$ cat src/rtl/pll_rst_seq_ctrl.sv
`timescale 1ns/1ps
// pll_rst_seq_ctrl
//   Bring-up and supervision controller for a 4-output PLL. Runs on the
//   free-running reference clock. It pulses the PLL reset, qualifies LOCK
//   with a timeout and a bounded retry budget, then releases the per-domain
//   resets one at a time in ascending order. If lock is lost, every domain
//   reset is re-asserted and the whole sequence starts again.
//
// Ports
//   clk           reference clock (same net as PLL clkin1)
//   rst           synchronous active-high reset
//   pll_lock_i    PLL LOCK, asynchronous (2-flop synchronized here)
//   soft_rst_req  single-cycle request to restart from the reset condition
//   pll_rst_o     PLL RST pin, active-high
//   dom_rst_o     per-domain resets, active-high, bit k serves clkout k
//   ready_o       all domains released and lock good
//   fail_o        lock not achieved within MAX_RETRY attempts (sticky)
//   retry_cnt_o   failed lock attempts in the current sequence
//   state_o       encoded FSM state for debug
module pll_rst_seq_ctrl #(
  parameter int PLL_RST_CYC  = 64,
  parameter int LOCK_TIMEOUT = 50000,
  parameter int LOCK_STABLE  = 1024,
  parameter int REL_GAP      = 16,
  parameter int MAX_RETRY    = 3,
  parameter int N_DOM        = 4
) (
  input  logic             clk,
  input  logic             rst,
  input  logic             pll_lock_i,
  input  logic             soft_rst_req,
  output logic             pll_rst_o,
  output logic [N_DOM-1:0] dom_rst_o,
  output logic             ready_o,
  output logic             fail_o,
  output logic [3:0]       retry_cnt_o,
  output logic [2:0]       state_o
);

  typedef enum logic [2:0] {
    ST_RST_PLL   = 3'd0,
    ST_WAIT_LOCK = 3'd1,
    ST_STABLE    = 3'd2,
    ST_RELEASE   = 3'd3,
    ST_RUN       = 3'd4,
    ST_FAIL      = 3'd5
  } state_t;

  // One phase counter is shared by RST_PLL, STABLE and RELEASE, because only
  // one of them is active at a time. Size it for the largest of the three.
  localparam int PH_MAX = (PLL_RST_CYC > LOCK_STABLE) ?
                          ((PLL_RST_CYC > REL_GAP) ? PLL_RST_CYC : REL_GAP) :
                          ((LOCK_STABLE > REL_GAP) ? LOCK_STABLE : REL_GAP);
  localparam int PH_W  = $clog2(PH_MAX + 1);
  localparam int TMO_W = $clog2(LOCK_TIMEOUT + 1);
  localparam int SYNC_STAGES = 2;

  localparam logic [PH_W-1:0]  RST_LAST  = PH_W'(PLL_RST_CYC - 1);
  localparam logic [PH_W-1:0]  STB_LAST  = PH_W'(LOCK_STABLE - 1);
  localparam logic [PH_W-1:0]  GAP_LAST  = PH_W'(REL_GAP - 1);
  localparam logic [TMO_W-1:0] TMO_LAST  = TMO_W'(LOCK_TIMEOUT - 1);
  localparam logic [3:0]       RETRY_MAX = 4'(MAX_RETRY);

  state_t             state_reg;
  logic [PH_W-1:0]    phase_cnt_reg;
  logic [TMO_W-1:0]   tmo_cnt_reg;
  logic [3:0]         retry_cnt_reg;
  logic               pll_rst_reg;
  logic [N_DOM-1:0]   dom_rst_reg;
  logic               ready_reg;
  logic               fail_reg;
  logic [SYNC_STAGES-1:0] lock_sync_reg;

  // LOCK synchronizer. The FSM sees a LOCK edge SYNC_STAGES cycles late.
  genvar gi;
  generate
    for (gi = 0; gi < SYNC_STAGES; gi++) begin : g_lock_sync
      always_ff @(posedge clk) begin
        if (rst) begin
          lock_sync_reg[gi] <= 1'b0;
        end else if (gi == 0) begin
          lock_sync_reg[gi] <= pll_lock_i;
        end else begin
          lock_sync_reg[gi] <= lock_sync_reg[(gi == 0) ? 0 : gi-1];
        end
      end
    end
  endgenerate

  logic             lock_s;
  logic             tmo_hit;
  logic [TMO_W-1:0] tmo_inc;
  logic [3:0]       retry_inc;
  logic             retry_exhausted;

  assign lock_s          = lock_sync_reg[SYNC_STAGES-1];
  assign tmo_hit         = (tmo_cnt_reg >= TMO_LAST);
  // Counters saturate instead of wrapping.
  assign tmo_inc         = tmo_hit ? tmo_cnt_reg : tmo_cnt_reg + 1'b1;
  assign retry_inc       = (retry_cnt_reg == 4'hF) ? retry_cnt_reg : retry_cnt_reg + 4'd1;
  assign retry_exhausted = (retry_inc == RETRY_MAX);

  always_ff @(posedge clk) begin
    if (rst || soft_rst_req) begin
      // The soft request takes priority over everything, including a lock
      // loss or timeout in the same cycle.
      state_reg     <= ST_RST_PLL;
      phase_cnt_reg <= '0;
      tmo_cnt_reg   <= '0;
      retry_cnt_reg <= '0;
      pll_rst_reg   <= 1'b1;
      dom_rst_reg   <= '1;
      ready_reg     <= 1'b0;
      fail_reg      <= 1'b0;
    end else begin
      case (state_reg)
        ST_RST_PLL: begin
          pll_rst_reg <= 1'b1;
          dom_rst_reg <= '1;
          ready_reg   <= 1'b0;
          if (phase_cnt_reg >= RST_LAST) begin
            state_reg     <= ST_WAIT_LOCK;
            pll_rst_reg   <= 1'b0;
            tmo_cnt_reg   <= '0;
            phase_cnt_reg <= '0;
          end else begin
            phase_cnt_reg <= phase_cnt_reg + 1'b1;
          end
        end

        ST_WAIT_LOCK: begin
          // Lock wins over a simultaneous timeout.
          if (lock_s) begin
            state_reg     <= ST_STABLE;
            phase_cnt_reg <= '0;
            tmo_cnt_reg   <= tmo_inc;
          end else if (tmo_hit) begin
            retry_cnt_reg <= retry_inc;
            phase_cnt_reg <= '0;
            pll_rst_reg   <= 1'b1;
            fail_reg      <= retry_exhausted;
            state_reg     <= retry_exhausted ? ST_FAIL : ST_RST_PLL;
          end else begin
            tmo_cnt_reg <= tmo_inc;
          end
        end

        ST_STABLE: begin
          // The timeout keeps running here and is not cleared on a drop back
          // to WAIT_LOCK, so a chattering lock still ends in a retry.
          if (lock_s && (phase_cnt_reg >= STB_LAST)) begin
            state_reg     <= ST_RELEASE;
            phase_cnt_reg <= '0;
            dom_rst_reg   <= dom_rst_reg << 1;
          end else if (tmo_hit) begin
            retry_cnt_reg <= retry_inc;
            phase_cnt_reg <= '0;
            pll_rst_reg   <= 1'b1;
            fail_reg      <= retry_exhausted;
            state_reg     <= retry_exhausted ? ST_FAIL : ST_RST_PLL;
          end else if (!lock_s) begin
            state_reg   <= ST_WAIT_LOCK;
            tmo_cnt_reg <= tmo_inc;
          end else begin
            phase_cnt_reg <= phase_cnt_reg + 1'b1;
            tmo_cnt_reg   <= tmo_inc;
          end
        end

        ST_RELEASE: begin
          if (!lock_s) begin
            state_reg     <= ST_RST_PLL;
            phase_cnt_reg <= '0;
            pll_rst_reg   <= 1'b1;
            dom_rst_reg   <= '1;
            ready_reg     <= 1'b0;
          end else if (phase_cnt_reg >= GAP_LAST) begin
            phase_cnt_reg <= '0;
            // Shifting zeros in from bit 0 keeps the release strictly in
            // ascending order; the top bit clear means every domain is out.
            if (!dom_rst_reg[N_DOM-1]) begin
              state_reg     <= ST_RUN;
              ready_reg     <= 1'b1;
              retry_cnt_reg <= '0;
            end else begin
              dom_rst_reg <= dom_rst_reg << 1;
            end
          end else begin
            phase_cnt_reg <= phase_cnt_reg + 1'b1;
          end
        end

        ST_RUN: begin
          // Lock loss is not a retry: restart the PLL reset without counting.
          if (!lock_s) begin
            state_reg     <= ST_RST_PLL;
            phase_cnt_reg <= '0;
            pll_rst_reg   <= 1'b1;
            dom_rst_reg   <= '1;
            ready_reg     <= 1'b0;
          end
        end

        ST_FAIL: begin
          pll_rst_reg <= 1'b1;
          dom_rst_reg <= '1;
          ready_reg   <= 1'b0;
          fail_reg    <= 1'b1;
        end

        default: begin
          state_reg     <= ST_RST_PLL;
          phase_cnt_reg <= '0;
          pll_rst_reg   <= 1'b1;
          dom_rst_reg   <= '1;
          ready_reg     <= 1'b0;
        end
      endcase
    end
  end

  assign pll_rst_o   = pll_rst_reg;
  assign dom_rst_o   = dom_rst_reg;
  assign ready_o     = ready_reg;
  assign fail_o      = fail_reg;
  assign retry_cnt_o = retry_cnt_reg;
  assign state_o     = state_reg;

endmodule

$ cat config.mk
export PLATFORM = sky130hd
export DESIGN_NAME = pll_rst_seq_ctrl
export DESIGN_NICKNAME = d
export VERILOG_FILES = /design/src/rtl/pll_rst_seq_ctrl.sv
export SDC_FILE = /design/constraint.sdc
export NUM_CORES = 1
export LEC_CHECK = 0
export CAP_MARGIN = 25
export CORE_ASPECT_RATIO = 1.75
export CORE_MARGIN = 2
export CORE_UTILIZATION = 53
export DETAILED_ROUTE_END_ITERATION = 10
export GPL_ROUTABILITY_DRIVEN = 1
export PLACE_DENSITY = 0.76
export SYNTH_ARGS = -nofsm -noshare
export SYNTH_HDL_FRONTEND = slang
export SYNTH_SLANG_ARGS = --single-unit
$ cat constraint.sdc
create_clock -name clk -period 2.15 [get_ports clk]
set_input_delay 0.43 -clock clk [delete_from_list [all_inputs] [get_ports clk]]
set_output_delay 0.43 -clock clk [all_outputs]
set_load 0.1 [all_outputs]
; ---- Yosys cells after proc, flatten, opt, wreduce, memory -nomap -nowiden
; Cells that the tools add are included.
[word_totals]
regBits = 43
latch_bits = 0
ram_bits = 0
romBits = 0
input_bits = 4
out_inout_bits = 14
elab_cells = 117
mem_count = 0
[classes]
add_sub_neg = 3
n_mul = 0
div = 0
order_cmp = 4
eq_ne = 22
shifts = 0
n_mux = 57
bitwise_logic = 3
reduce_logical = 17
[ops]
columns = operator, count
row1 = two-way mux 11 bit, 9
row2 = two-way mux 16 bit, 5
row3 = one-hot mux 11 bit (6 select lines), 1
row4 = two-way mux 4 bit, 12
row5 = one-hot mux 16 bit (3 select lines), 1
row6 = two-way mux 3 bit, 11
row7 = != test 2 bit (second input constant), 9
row8 = one-hot mux 3 bit (6 select lines), 1
row9 = adder 16 x 1 -> 16 bit (second input constant), 1
row10 = >= comparator 16 bit (second input constant), 1
row11 = one-hot mux 4 bit (4 select lines), 1
row12 = two-way mux 1 bit, 12
row13 = != test 3 bit (second input constant), 4
row14 = one-hot mux 4 bit (3 select lines), 1
row15 = AND reduction 4 bit, 3
row16 = adder 11 x 1 -> 11 bit (second input constant), 1
row17 = >= comparator 11 x 10 -> 1 bit (second input constant), 1
row18 = >= comparator 11 x 4 -> 1 bit (second input constant), 1
row19 = >= comparator 11 x 6 -> 1 bit (second input constant), 1
row20 = AND reduction 3 bit, 3
row21 = nonzero test 3 bit, 3
row22 = != test 4 bit (second input constant), 2
row23 = AND reduction 7 bit, 1
row24 = == test 3 x 2 -> 1 bit (second input constant), 2
row25 = 14 further kinds, 19

; ---- Depth between registers and ports, before layout
[logic_depth]
word_depth = 7
mapped_depth = 8
ltp_nobuf = 7

; ---- Least setup slack after synthesis
; OpenSTA, ideal clock, no wires.
[synth_path]
kind = register to register
startpoint = register state_reg[1], in the netlist state_o[1]
endpoint = register tmo_cnt_reg[15]
setup_time_ps = 121
arrival_ps = 2493
required_ps = 2029
setup_slack_ps = -464
stages_incl_launch_ff = 8
path_buffers = 1
period_less_slack_ps = 2614
cell_sequence = dfxtp_1 > buf_2 > nor3b_1 > nand2_1 > nor2_2 > nor4b_4 > a41oi_1 > nor2_1
[synth_via]
elab_chain_len = 3
word_cells_on_any_way = 8
cone_classes = 4 x eq/ne / 1 x mux / 3 x reduce/logical
[synth_rtl]
columns = item, line_no
row1 = start: declaration, 64  ; state_t state_reg;
row2 = start signal: assignment, 142  ; state_reg <= retry_exhausted ? ST_FAIL : ST_RST_PLL;
row3 = start signal: assignment, 160  ; state_reg <= retry_exhausted ? ST_FAIL : ST_RST_PLL;
row4 = == test 3 x 2 -> 1 bit (tied with other cells), 116  ; case (state_reg)
row5 = != test 2 bit (no line) or nonzero test 3 bit (tied branches), n/a
row6 = AND reduction 3 bit (no line), n/a
row7 = end signal: assignment, 136  ; tmo_cnt_reg <= tmo_inc;
row8 = end signal: assignment, 144  ; tmo_cnt_reg <= tmo_inc;
row9 = end signal: assignment, 163  ; tmo_cnt_reg <= tmo_inc;
row10 = end: declaration, 66  ; logic [TMO_W-1:0] tmo_cnt_reg;
; Parallel ways exist; a longest one is shown, timed or not.
; A chain may end at the register's enable or synchronous reset.

; ---- Worst setup path in the final report
[layout_path]
startpoint = register tmo_cnt_reg[0]
endpoint = register phase_cnt_reg[8]
[layout_via]
elab_chain_len = 4
word_cells_on_any_way = 7
cone_classes = 1 x order compare / 2 x eq/ne / 3 x mux / 1 x reduce/logical
[layout_rtl]
columns = item, line_no
row1 = >= comparator 16 bit *, 97  ; assign tmo_hit = (tmo_cnt_reg >= TMO_LAST);
row2 = two-way mux 11 bit, 155  ; end else if (tmo_hit) begin
row3 = two-way mux 11 bit, 151  ; if (lock_s && (phase_cnt_reg >= STB_LAST)) begin
row4 = one-hot mux 11 bit (6 select lines), 116
row5 = end signal: assignment, 127  ; phase_cnt_reg <= phase_cnt_reg + 1'b1;
row6 = end signal: assignment, 165  ; phase_cnt_reg <= phase_cnt_reg + 1'b1;
row7 = end signal: assignment, 189  ; phase_cnt_reg <= phase_cnt_reg + 1'b1;
row8 = end: declaration, 65  ; logic [PH_W-1:0] phase_cnt_reg;
; Mark *: on every way between the ends. The rest lies on a longest branch, timed or not.

==> impl_metrics.tcl <==
set metrics [dict create \
    outcome "finished, final reports clean" \
    cp.depth 8 \
    drtIter0Drc 169 \
    ys_warn_count 0 \
    final_nets 381 \
    drive_gt1_share_pct 31.2 \
    die_h_um 96.5 \
    numCtsBuffers 5 \
    rr_worst_depth 8 \
    dp_slack_ns -0.141 \
    min_period_ns 2.11 \
    seq_area_frac_synth_pct 33.2 \
    p_leak_nw 1.25 \
    initial_core_util_pct 55.1 \
    start_kind "flip-flop" \
    synth_edf_count 0 \
    whs_ns 0.455 \
    regArea_sq_um 886 \
    timing.fmax_mhz 474 \
    hold_viol 0 \
    design_area_sq_um 3310 \
    p_total_mw 1.52 \
    cts_tree "yes" \
    ant_nets 0 \
    core_area_sq_um 4710 \
    die_x_um 56.9 \
    routed_via_density 6.23 \
    routed_wirelength_mm 7.14 \
    dr.pass1.iters 4 \
    synthTopCellsByArea "dfxtp_1, nand2_1, nand3_1" \
    port_buffers 17 \
    io_pins 18 \
    max-vdd-ir-drop_uv 623 \
    p_clk_share_pct 43.4 \
    clkTransAtPathRegs_ns 0.09 \
    tightest_slew_ns 0.789 \
    crit_buf_inv 1 \
    place_area_sq_um 3040 \
    track_usage_pct 26.6 \
    syn_nets 325 \
    setup.worst_path.class "reg -> reg" \
    crit_slowest_cell "a2111o_1" \
    cp.arrival_ns 2.30 \
    syn_inst 318 \
    p_seq_share_pct 52.6 \
    end_kind "flip-flop" \
    worstPathCellList "ha_2 > nand3_2 > a2111o_1 > o211ai_1 > buf_4 > a21oi_4 > a31o_2 > a22o_1" \
    synth_top_area_share_pct 33.2 \
    die_area_sq_um 5490 \
    vias 2662 \
    final-setup-viol-count 0 \
    drc 0 \
    switchingPower_mw 0.318 \
    cts.path.max_buffers 2 \
    postLayoutCoreUtil_pct 70.3 \
    place_congestion 0.959 \
    cp_max_fo 9 \
    final.fill_count 363 \
    drv_slew 0 \
    avgSynthCellArea_sq_um 8.15 \
    diodes 0 \
    yosys.area.top_type "dfxtp_1" \
    largest_reg_flops 16 \
    fin_tns_setup_ns 0 \
    fin_ws_ns 0.0411 \
    path_delay_family "compound AO/OA/AOI/OAI gates" \
    dpl.hpwl_mm 5.25 \
    syn_to_final_growth_pct 27.6 \
    period_share_pct 98.1 \
    grt_pass1_vias 2536 \
    slowest_delay_ns 0.48 \
    ys_ff_latch 43 \
    grt_max_degree 20 \
    min_path_cells 1 \
    synthArstFlopShare_pct 0 \
    multiInputGateArea_sq_um 1760 \
    clock-skew-final_ns 0.00947 \
    antenna_found_initial 0 \
    final_cells 427 \
    max-cap-violations 0 \
    dp_cells 412 \
    power.density_nw_per_um2 459 \
    syn_area_sq_um 2590 \
    cts.root.buffer_cell "clkbuf_8" \
    switching_share_pct 21.0 \
    combPwrFrac_pct 4.1 \
    overflow 0 \
    relSlewSlack_pct 46.9 \
    cts.sinks 43 \
    synth_flop_cell "dfxtp_1" \
    p_int_mw 1.20 \
    clock_latency_ns 0.30 \
    hp-class "reg -> reg" \
    yosysUniqueCellTypes 64 \
    cp_data_required_time_ns 2.34 \
    cts_htree_levels 2 \
    grt_first_pass_wirelength_mm 11.5 \
    post_drt_wl_per_cell_um 16.7 \
    rows 33 \
]
[cell families after synthesis]
group | after synthesis | share of synthesized area (%)
and+or+nand+nor | 158 | 33.7
AOI/OAI and AO/OA | 87 | 25.2
DFF | 43 | 33.2
buffers and inverters | 16 | 2.51
xor gates and xnor gates | 6 | 2.03
muxes | 5 | 1.93
adders and majority gates | 3 | 1.45
[routing by layer]
| metal | part of all wire, % | track usage, % | routed length (um) |
|---|---|---|---|
| met3 | 2.9 | 4.39 | 210 |
| met1 | 36 | 26.3 | 2590 |
| met4 | 2.6 | 14.0 | 184 |
| met2 | 58 | 51.9 | 4150 |
| met5 | 0 | 0 | 0 |
[worst paths after layout]
check / start / end / slack [ns]
setup / recovery: tmo_cnt_reg[0]$_SDFFE_PP0P_ / phase_cnt_reg[8]$_SDFFE_PP0P_ / 0.04
hold / removal: lock_sync_reg[0]$_SDFF_PP0_ / lock_s$_SDFF_PP0_ / 0.46
setup reg to reg: tmo_cnt_reg[0]$_SDFFE_PP0P_ / phase_cnt_reg[8]$_SDFFE_PP0P_ / 0.04
hold reg to reg: lock_sync_reg[0]$_SDFF_PP0_ / lock_s$_SDFF_PP0_ / 0.46
[layout by cell type (no fill, tap or decap), types with 4 or more instances in the layout]
master    count
buf_4        54
nand2_1      32
nor2_1       31
dfxtp_1      29
nand3_1      22
a21oi_1      21
o21ai_0      15
dfxtp_2      11
nand2b_1     10
inv_1         7
and2_1        6
nor2b_1       6
clkbuf_8      6
or3_1         5
xnor2_1       5
mux2i_1       5
nor3_2        4
and3_1        4
nand4_1       4
a31o_2        4
a22o_1        4
a211oi_1      4
[power groups by stage]
stage | Sequential [mW] | Clock [mW] | Combinational [mW]
floorplan | 0.818 | 0 | 0.0300
global placement | 0.816 | 0 | 0.0583
detailed placement | 0.816 | 0 | 0.0599
CTS | 0.797 | 0.661 | 0.0605
global route | 0.798 | 0.690 | 0.0669
finish | 0.797 | 0.657 | 0.0619
[synth_stat cells (2+ instances only)]
library cell	n
a22o_1	4
a31o_2	4
clkbuf_1	5
o22ai_1	2
nand4_1	4
nand3_1	24
and3_1	4
ha_1	3
o41ai_1	2
nand2b_1	10
inv_1	7
and2_1	6
dfxtp_1	43
buf_2	4
a211oi_1	4
a21o_1	3
a31oi_1	3
or4_1	4
o21a_1	3
o21bai_1	2
nor3_1	6
o21ai_0	15
nor3b_1	2
or3_1	5
xnor2_1	6
a41oi_1	2
nor2_1	32
or2_2	2
a21oi_1	23
nand2_1	33
o211ai_1	2
a221o_1	3
nand3b_1	3
nor4_1	4
mux2i_1	5
nor2b_1	6
[repair_timing]
| action | in CTS | in global routing |
|---|---|---|
| buffers inserted | 1 | 6 |
| pin swaps | 1 | 10 |
| endpoints found under the hold margin | 0 | 0 |
| endpoints found under the setup margin | 12 | 32 |
| hold buffers | 0 | 0 |
| gates resized for setup | 5 | 23 |
[final cells by class]
cell class	count	area share, %
clock inverter	2	1.06
timing repair buffer	58	13.8
sequential	43	26.8
multi-input combinational	259	53.1
inverter	7	0.795
clock buffer	6	2.50
tap	52	1.97
Power figures use the tool's default switching activity.
